$ cat src/rtl/mem_arb_pkg.sv
// ============================================================================
// mem_arb_pkg : shared encodings for the two-port memory arbiter
// Rev 1.0     : initial release
// ============================================================================
`default_nettype none

package mem_arb_pkg;

   localparam logic [1:0] IDLE   = 2'd0;
   localparam logic [1:0] BUSY_A = 2'd1;
   localparam logic [1:0] BUSY_B = 2'd2;
   localparam logic [1:0] DONE   = 2'd3;

   typedef enum logic [1:0] {
      ST_IDLE   = IDLE,
      ST_BUSY_A = BUSY_A,
      ST_BUSY_B = BUSY_B,
      ST_DONE   = DONE
   } state_t;

   localparam logic SEL_A = 1'b0;
   localparam logic SEL_B = 1'b1;

endpackage

`default_nettype wire

$ cat src/rtl/mux2_32.sv
// ============================================================================
// mux2_32 : 32-bit 2:1 datapath mux (0 selects d0, 1 selects d1)
// Rev 1.0 : initial release
// ============================================================================
`default_nettype none

module mux2_32 #(
   parameter int WIDTH = 32
) (
   input  logic             i_sel,
   input  logic [WIDTH-1:0] i_d0,
   input  logic [WIDTH-1:0] i_d1,
   output logic [WIDTH-1:0] o_y
);

   assign o_y = i_sel ? i_d1 : i_d0;

endmodule

`default_nettype wire

$ cat src/rtl/rr_pick2.sv
// ============================================================================
// rr_pick2 : two-way grant pick; round-robin on ties unless
//            MEM_ARB_FIXED_PRIO_EN is defined (then B always wins a tie)
// Rev 1.0  : initial release
// ============================================================================
`default_nettype none

module rr_pick2
   import mem_arb_pkg::*;
(
   input  logic i_a_req,
   input  logic i_b_req,
   input  logic i_last_gnt,
   output logic o_gnt
);

`ifdef MEM_ARB_FIXED_PRIO_EN
   logic w_unused_last_gnt;
   assign w_unused_last_gnt = i_last_gnt;
`endif

   always_comb begin
      o_gnt = SEL_A;
      if (i_a_req && i_b_req) begin
`ifdef MEM_ARB_FIXED_PRIO_EN
         o_gnt = SEL_B;
`else
         o_gnt = (i_last_gnt == SEL_B) ? SEL_A : SEL_B;
`endif
      end else if (i_b_req) begin
         o_gnt = SEL_B;
      end
   end

endmodule

`default_nettype wire

$ cat src/rtl/mem_port_arbiter.sv
// ============================================================================
// mem_port_arbiter : shares one memory port between fetch (A) and LSU (B);
//                    optional fixed B priority via MEM_ARB_FIXED_PRIO_EN
// Rev 1.0          : initial release
// ============================================================================
`default_nettype none

module mem_port_arbiter
   import mem_arb_pkg::*;
#(
   parameter int AW = 32,
   parameter int DW = 32
) (
   input  logic          clk,
   input  logic          reset,
   input  logic          a_req,
   input  logic [AW-1:0] a_addr,
   input  logic [DW-1:0] a_wdata,
   input  logic          a_we,
   output logic          a_done,
   input  logic          b_req,
   input  logic [AW-1:0] b_addr,
   input  logic [DW-1:0] b_wdata,
   input  logic          b_we,
   output logic          b_done,
   output logic [DW-1:0] rdata,
   output logic          sel,
   output logic          mem_req,
   output logic [AW-1:0] mem_addr,
   output logic [DW-1:0] mem_wdata,
   output logic          mem_we,
   input  logic          mem_ack,
   input  logic [DW-1:0] mem_rdata
);

   state_t        state_q,    state_d;
   logic          mem_req_q,  mem_req_d;
   logic          sel_q,      sel_d;
   logic          a_done_q,   a_done_d;
   logic          b_done_q,   b_done_d;
   logic [DW-1:0] rdata_q,    rdata_d;
   logic          last_gnt_q, last_gnt_d;
   logic          w_gnt;

   rr_pick2 u_pick (
      .i_a_req    (a_req),
      .i_b_req    (b_req),
      .i_last_gnt (last_gnt_q),
      .o_gnt      (w_gnt)
   );

   always_comb begin
      state_d    = state_q;
      mem_req_d  = mem_req_q;
      sel_d      = sel_q;
      a_done_d   = 1'b0;
      b_done_d   = 1'b0;
      rdata_d    = rdata_q;
      last_gnt_d = last_gnt_q;
      case (state_q)
         ST_IDLE: begin
            if (a_req || b_req) begin
               sel_d     = w_gnt;
               mem_req_d = 1'b1;
               state_d   = (w_gnt == SEL_B) ? ST_BUSY_B : ST_BUSY_A;
            end
         end
         ST_BUSY_A, ST_BUSY_B: begin
            if (mem_ack) begin
               rdata_d    = mem_rdata;
               last_gnt_d = sel_q;
               mem_req_d  = 1'b0;
               a_done_d   = (sel_q == SEL_A);
               b_done_d   = (sel_q == SEL_B);
               state_d    = ST_DONE;
            end
         end
         // Requests are deliberately not looked at here so a requester
         // dropping req on its done cycle never sees a second grant.
         ST_DONE: state_d = ST_IDLE;
         default: state_d = ST_IDLE;
      endcase
   end

   always_ff @(posedge clk) begin
      if (reset) begin
         state_q    <= ST_IDLE;
         mem_req_q  <= 1'b0;
         sel_q      <= SEL_A;
         a_done_q   <= 1'b0;
         b_done_q   <= 1'b0;
         rdata_q    <= '0;
         last_gnt_q <= SEL_B;
      end else begin
         state_q    <= state_d;
         mem_req_q  <= mem_req_d;
         sel_q      <= sel_d;
         a_done_q   <= a_done_d;
         b_done_q   <= b_done_d;
         rdata_q    <= rdata_d;
         last_gnt_q <= last_gnt_d;
      end
   end

   mux2_32 #(.WIDTH(AW)) u_addr_mux (
      .i_sel (sel_q),
      .i_d0  (a_addr),
      .i_d1  (b_addr),
      .o_y   (mem_addr)
   );

   mux2_32 #(.WIDTH(DW)) u_wdata_mux (
      .i_sel (sel_q),
      .i_d0  (a_wdata),
      .i_d1  (b_wdata),
      .o_y   (mem_wdata)
   );

   assign mem_we  = mem_req_q & ((sel_q == SEL_B) ? b_we : a_we);
   assign mem_req = mem_req_q;
   assign sel     = sel_q;
   assign a_done  = a_done_q;
   assign b_done  = b_done_q;
   assign rdata   = rdata_q;

endmodule

`default_nettype wire
$ cat config.mk
export PLATFORM = sky130hd
export DESIGN_NAME = mem_port_arbiter
export DESIGN_NICKNAME = d
export VERILOG_FILES = /design/src/rtl/mem_arb_pkg.sv /design/src/rtl/mux2_32.sv /design/src/rtl/rr_pick2.sv /design/src/rtl/mem_port_arbiter.sv
export SDC_FILE = /design/constraint.sdc
export NUM_CORES = 1
export LEC_CHECK = 0
export CAP_MARGIN = 30
export CORE_AREA = 2 2 103 105
export CTS_CLUSTER_DIAMETER = 80
export DETAILED_ROUTE_END_ITERATION = 8
export DIE_AREA = 0 0 105 107
export PLACE_DENSITY = 0.72
export SLEW_MARGIN = 10
export SYNTH_ARGS = -nofsm -noshare
export SYNTH_HDL_FRONTEND = slang
export SYNTH_SLANG_ARGS = --single-unit
export TNS_END_PERCENT = 5
$ cat constraint.sdc
create_clock -name clk -period 2 [get_ports clk]
set_input_delay 0.4 -clock clk [delete_from_list [all_inputs] [get_ports clk]]
set_output_delay 0.4 -clock clk [all_outputs]
set_load 0.05 [all_outputs]
==> qor.yml, run 1 <==
status:
  status: "completed"
final_layout:
  nFillCells: 933
  drive_gt1_frac: 0.332
  area_growth_pct: 137
  antennaDiodeCount: 0
  fin_nets: 615
synth:
  synth_top_area_share: 0.365
  synth.cell_area_um2: 2140
  synthTopCellsByArea: "dfxtp_1 (36%), mux2_2 (32%), a22o_1 (13%), buf_6 (4.7%), mux2_1 (2.1%)"
  synth-seq-cells: 39
  yosysUniqueCellTypes: 28
  synth_common_cells: "mux2_2 (60), dfxtp_1 (39), a22o_1 (32), buf_6 (9), buf_2 (5)"
  ys_warn_count: 0
  synth_area_leader_cell: "dfxtp_1"
  yosysMostFrequentCell: "mux2_2"
  synthCells: 181
  synth-seq-area-share: 0.365
  synth_edf_count: 0
  postSynthAreaPerCell_um2: 11.8
  ys_async_sr_fraction: 0
  ys.flop_type: "dfxtp_1"
  synth_nets: 350
grt:
  grt-ovfl-total: 0
  grt.total_usage: 0.180
  antenna_found_initial: 0
  grt_max_degree: 55
  grt_pass1_vias: 2727
  grt_pass1_wl_um: 15600
power_and_ir_drop:
  total_power_mw: 5.45
  vdd_drop_max_mv: 0.611
  p_leak_nw: 2.00
  p_int_mw: 2.89
  p_comb_frac: 0.682
  clock_power_share: 0.116
  power.switching_mw: 2.56
  seqPwrFrac: 0.201
  p_per_area_nw_per_um2: 1070
  power.share.switching: 0.469
placement:
  routabilityCongestion: 0.755
  place_ws_ps: 214
  portBuffers: 267
  post-dp-hpwl_um: 8820
critical_path:
  end_kind: "output port"
  crit_required_ps: 1600
  path_max_fanout: 15
  reg2reg_depth: 5
  crit_arrival_ps: 1520
  start_kind: "flip-flop"
  critical_path_class: "flip-flop to output port"
run:
  maxCapViolCount: 0
sta:
  skew_ps: 2.63
  setup_viol: 0
  worst_slew_pin_slew_ps: 529
  hold_viol: 0
  timing.final.ws_setup_ps: 84.9
  fin_crit_ps: 1920
  finalCritPeriodShare: 0.958
  hold_ws_ps: 471
  rsz0062_at_grt: "no"
  clock.fmax_mhz: 522
  drv_slew: 0
  relSlewSlack: 0.646
clock_network:
  cts.sinks: 39
  hold_buffers: 0
  root_buffer: "clkbuf_8"
  cts_setup_buffers: 0
  cts_tree: "done"
  path_clk_slew_ps: 70
  htree_levels: 2
  cts_resized: 0
  cts_buffers: 5
  clk_path_buf_depth: 2
  clock_latency_ps: 280
min_path:
  holdPathStages: 2
  hp-class: "flip-flop to flip-flop"
die:
  start_util: 0.212
  fp.dieH_um: 107
  die_w_um: 105
  rows: 37
  coreArea_um2: 10100
  fp.dieArea_um2: 11200
  ioPinCount: 268
detailed_routing:
  ant_nets: 0
  vias: 2558
  first_iter_violations: 123
  wirelength_um: 10700
  vias_per_cell: 4.40
  wire_per_inst_um: 18.4
  dr.pass1.iters: 3
  drc: 0
## power groups by stage
stage / Sequential (mW) / Combinational, mW / Clock (mW)
floorplan: 1.70 / 1.76 / 0
finish: 1.10 / 3.72 / 0.634
global route: 1.12 / 3.87 / 0.681
detailed placement: 1.10 / 3.71 / 0
global placement: 1.10 / 3.68 / 0
CTS: 1.09 / 3.72 / 0.655
## final cells by class
| type | count | area [um^2] | area share |
|---|---|---|---|
| tap | 136 | 170 | 0.0335 |
| timing repair buffer | 272 | 2790 | 0.549 |
| inverter | 3 | 11.3 | 0.00222 |
| clock buffer | 6 | 72.6 | 0.0143 |
| clock inverter | 1 | 30.0 | 0.00592 |
| sequential | 39 | 782 | 0.154 |
| multi-input combinational | 125 | 1220 | 0.241 |
## cell usage in the layout, fill, tap and decap left out, types with 2 or more instances in the layout
| cell | instances |
|---|---|
| mux2_2 | 60 |
| nand2_1 | 4 |
| buf_12 | 18 |
| clkdlybuf4s50_1 | 200 |
| ha_1 | 2 |
| a21oi_1 | 2 |
| mux2_1 | 4 |
| a22o_1 | 32 |
| inv_1 | 3 |
| dfxtp_1 | 38 |
| clkbuf_8 | 5 |
| o21ai_0 | 2 |
| buf_4 | 53 |
| a21oi_2 | 2 |
## cells by family (layout without fill, tap and decap cells)
group / after synthesis / in the layout / synth area share
compound gates: 43 / 43 / 0.169
fa+ha+maj: 2 / 2 / 0.0117
buf+inv: 17 / 282 / 0.0643
flops: 39 / 39 / 0.365
simple gates: 15 / 15 / 0.0485
mux: 65 / 65 / 0.341
## routing by layer
metal	track usage	vias up	part of all wire
met5	0	-	0
met4	0.0438	0	0.015
met3	0.0657	11	0.091
met2	0.319	148	0.49
met1	0.205	1190	0.41
li1	-	1209	-
## flip-flops by register name (all words and copies together), names as in the netlist
name	count
state_q	2
rdata	32
a_done	1
last_gnt_q	1
b_done	1
mem_req	1
sel	1
## critical path, stage by stage (launching register included)
cell     delay (ps)
dfxtp_2         400
buf_4           250
mux2_2          380
buf_4           190
## final timing paths
kind / start / end / slack, ps
max reg2reg: state_q[0] / state_q[0] / 480
max: sel / mem_addr[20] / 80
min reg2reg: last_gnt_q / last_gnt_q / 470
min: last_gnt_q / last_gnt_q / 470
## stage by stage
stage / instances / area (um^2) / setup TNS [ps] / utilization
finish: 582 / 5080 / 0 / 0.503
CTS: 581 / 5050 / 0 / 0.500
global placement: 574 / 4950 / 0 / 0.490
global route: 582 / 5080 / 0 / 0.503
floorplan: 181 / 2140 / -130 / -
detailed placement: 574 / 4950 / 0 / 0.490
Note: power is estimated with default switching activity, not from simulation.
==> inputs of run 2 (changes only) <==
GPL_TIMING_DRIVEN = 0   (was not set)
SLEW_MARGIN = not set   (was 10)
==> run 2 against run 1 <==
Effect of this change:
- the flow now finishes with violations (setup timing)
- sequential cell count stayed put
- via count is 2.0% higher
- cell count is 2.2% higher
- clock skew rose by 6.5 ps
- critical path type unchanged
==> qor.yml, run 2 (same netlist as run 1, synthesis figures left out) <==
detailed_routing:
  wirelength_um: 10900  # was 10,700 um
  wire_per_inst_um: 18.2  # was 18.4 um
  drc: 0  # unchanged
  vias: 2610  # was 2,558
  vias_per_cell: 4.39  # was 4.40
  dr.pass1.iters: 3  # unchanged
  first_iter_violations: 79  # was 123
  ant_nets: 0  # unchanged
placement:
  routabilityCongestion: 0.816  # was 0.755
  post-dp-hpwl_um: 9100  # was 8820 um
  portBuffers: 267  # unchanged
  place_ws_ps: -280  # was 214 ps
  dp.cells: 584  # was 574
sta:
  hold_viol: 0  # unchanged
  rsz0062_at_grt: "yes"  # was no
  fin_crit_ps: 2050  # was 1920 ps
  drv_slew: 0  # unchanged
  setup_viol: 31  # was 0
  relSlewSlack: 0.611  # was 0.646
  timing.final.ws_setup_ps: -49.1  # was 84.9 ps
  worst_slew_pin_slew_ps: 582  # was 529 ps
  clock.fmax_mhz: 488  # was 522 MHz
  skew_ps: 9.14  # was 2.63 ps
  finalCritPeriodShare: 1.02  # was 0.958
critical_path:
  start_kind: "flip-flop"  # unchanged
  cp_top_family: "buffers and inverters"  # unchanged
  critical_path_class: "flip-flop to output port"  # unchanged
  worstSetupStartpoint: "sel"  # unchanged
  max_stage_delay_ps: 340  # was 400 ps
  end_kind: "output port"  # unchanged
  crit_arrival_ps: 1650  # was 1520 ps
  path_max_fanout: 8  # was 15
  slowest_stage: "dfxtp_2"  # unchanged
  crit_chain: "buf_6 -> buf_12 -> buf_12 -> mux2_2 -> clkdlybuf4s15_2"  # was buf_4 -> mux2_2 -> buf_4
  cp_num_buf_inv: 4  # was 2
  rr_startpoint: "state_q[0]"  # unchanged
  critPathMostFrequentCell: "buf_12"  # was buf_4
  crit_required_ps: 1600  # about the same
final_layout:
  fin_nets: 627  # was 615
  multi_input_area_um2: 1230  # was 1220 um^2
  area_growth_pct: 140  # was 137%
  nFillCells: 971  # was 933
  final_cell_count_no_fill: 595  # was 582
  largest_reg_flops: 32  # unchanged
  drive_gt1_frac: 0.349  # was 0.332
  final_util: 0.508  # was 0.503
  antennaDiodeCount: 0  # unchanged
  layout_common_cells: "clkdlybuf4s50_1 (202), mux2_2 (59), dfxtp_1 (38), clkdlybuf4s15_2 (35), a22o_1 (32)"  # was clkdlybuf4s50_1 (200), mux2_2 (60), buf_4 (53), dfxtp_1 (38), a22o_1 (32)
  seqCellArea_um2: 782  # unchanged
  final_common_cell: "clkdlybuf4s50_1"  # unchanged
grt:
  grt_max_degree: 13  # was 55
  grt_pass1_wl_um: 16000  # was 15,600 um
  antenna_found_initial: 0  # unchanged
  grt.total_usage: 0.184  # was 0.180
  grt_pass1_vias: 2812  # was 2,727
  grt-ovfl-total: 0  # unchanged
die:
  die_w_um: 105  # unchanged
  ioPinCount: 268  # unchanged
  rows: 37  # unchanged
  fp.dieArea_um2: 11200  # unchanged
  start_util: 0.212  # unchanged
  coreArea_um2: 10100  # unchanged
  fp.dieH_um: 107  # unchanged
clock_network:
  root_buffer: "clkbuf_8"  # unchanged
  cts.sinks: 39  # unchanged
  htree_levels: 2  # unchanged
  cts_tree: "done"  # unchanged
  hold_buffers: 0  # unchanged
  path_clk_slew_ps: 80  # was 70 ps
  clock_latency_ps: 290  # was 280 ps
  clk_path_buf_depth: 2  # unchanged
  cts_buffers: 5  # unchanged
status:
  violations: "setup timing"
  status: "finished, violations left"  # was completed
power_and_ir_drop:
  p_per_area_nw_per_um2: 1060  # was 1070 nW/um^2
  p_leak_nw: 2.00  # about the same
  vdd_drop_max_mv: 0.603  # was 0.611 mV
  total_power_mw: 5.44  # was 5.45 mW
run:
  maxCapViolCount: 0  # unchanged
min_path:
  min_from: "last_gnt_q"  # unchanged
  hp-class: "flip-flop to flip-flop"  # unchanged
-- run 2: cell count changes in the layout (fill, tap and decap cells not counted), sizes merged --
cell,before,now
clkdlybuf4s15,0,35
clkinv,0,1
clkdlybuf4s50,200,202
clkbuf,7,6
buf,71,47
-- run 2: through the flow --
| step | setup TNS [ps] | hold slack (ps) | instance area [um^2] |
|---|---|---|---|
| after floorplan | -130 | 438 | 2140 |
| after global placement | -14810 | 456 | 4990 |
| after detailed placement | -15370 | 463 | 4990 |
| after CTS | -1460 | 481 | 5130 |
| after global routing | -3170 | 495 | 5130 |
| final | -611 | 475 | 5130 |
-- run 2: timing repair --
| item | 4_1_cts | 5_1_grt |
|---|---|---|
| cloned | 1 | 0 |
| buffers inserted | 2 | 0 |
| endpoints found under the hold margin | 0 | 0 |
| endpoints found under the setup margin | 65 | 52 |
| resized for setup | 276 | 7 |
-- run 2: worst register-to-register path: cells and delay by family, from the launching register on --
| kind | cells | cell delay [ps] |
|---|---|---|
| AOI/OAI and AO/OA | 2 | 530 |
| adders and majority gates | 1 | 390 |
| DFF | 1 | 340 |
| buffers and inverters | 2 | 260 |
-- run 2: worst paths after layout --
path | end | slack (ps) | cells past startpoint
hold reg to reg | last_gnt_q | 470 | 2
setup / recovery | mem_wdata[31] | -50 | 5
hold / removal | last_gnt_q | 470 | 2
setup reg to reg | rdata[1] | 420 | 5
-- run 2: power by group --
part | switching, mW | internal [mW] | total [mW] | leakage [nW]
registers | 0.113 | 0.982 | 1.09 | 0.319
clock network | 0.274 | 0.404 | 0.677 | 0.0612
logic | 2.18 | 1.48 | 3.67 | 1.62
-- run 2: layout make-up --
class / instances / area share
plain buffers: 14 / 0.0303
clock buffers: 6 / 0.0161
clock inverters: 2 / 0.00683
inverters: 3 / 0.00220
multi-input cells: 125 / 0.240
flip-flops and latches: 39 / 0.153
well taps: 136 / 0.0332
repair buffers: 270 / 0.519
-- run 2: metal layers --
metal / vias up / GRT usage / routed length, um
met1: 1214 / 0.205 / 4250
met3: 12 / 0.0790 / 1130
met2: 151 / 0.326 / 5330
met5: - / 0 / 0
met4: 0 / 0.0438 / 143
li1: 1233 / - / -
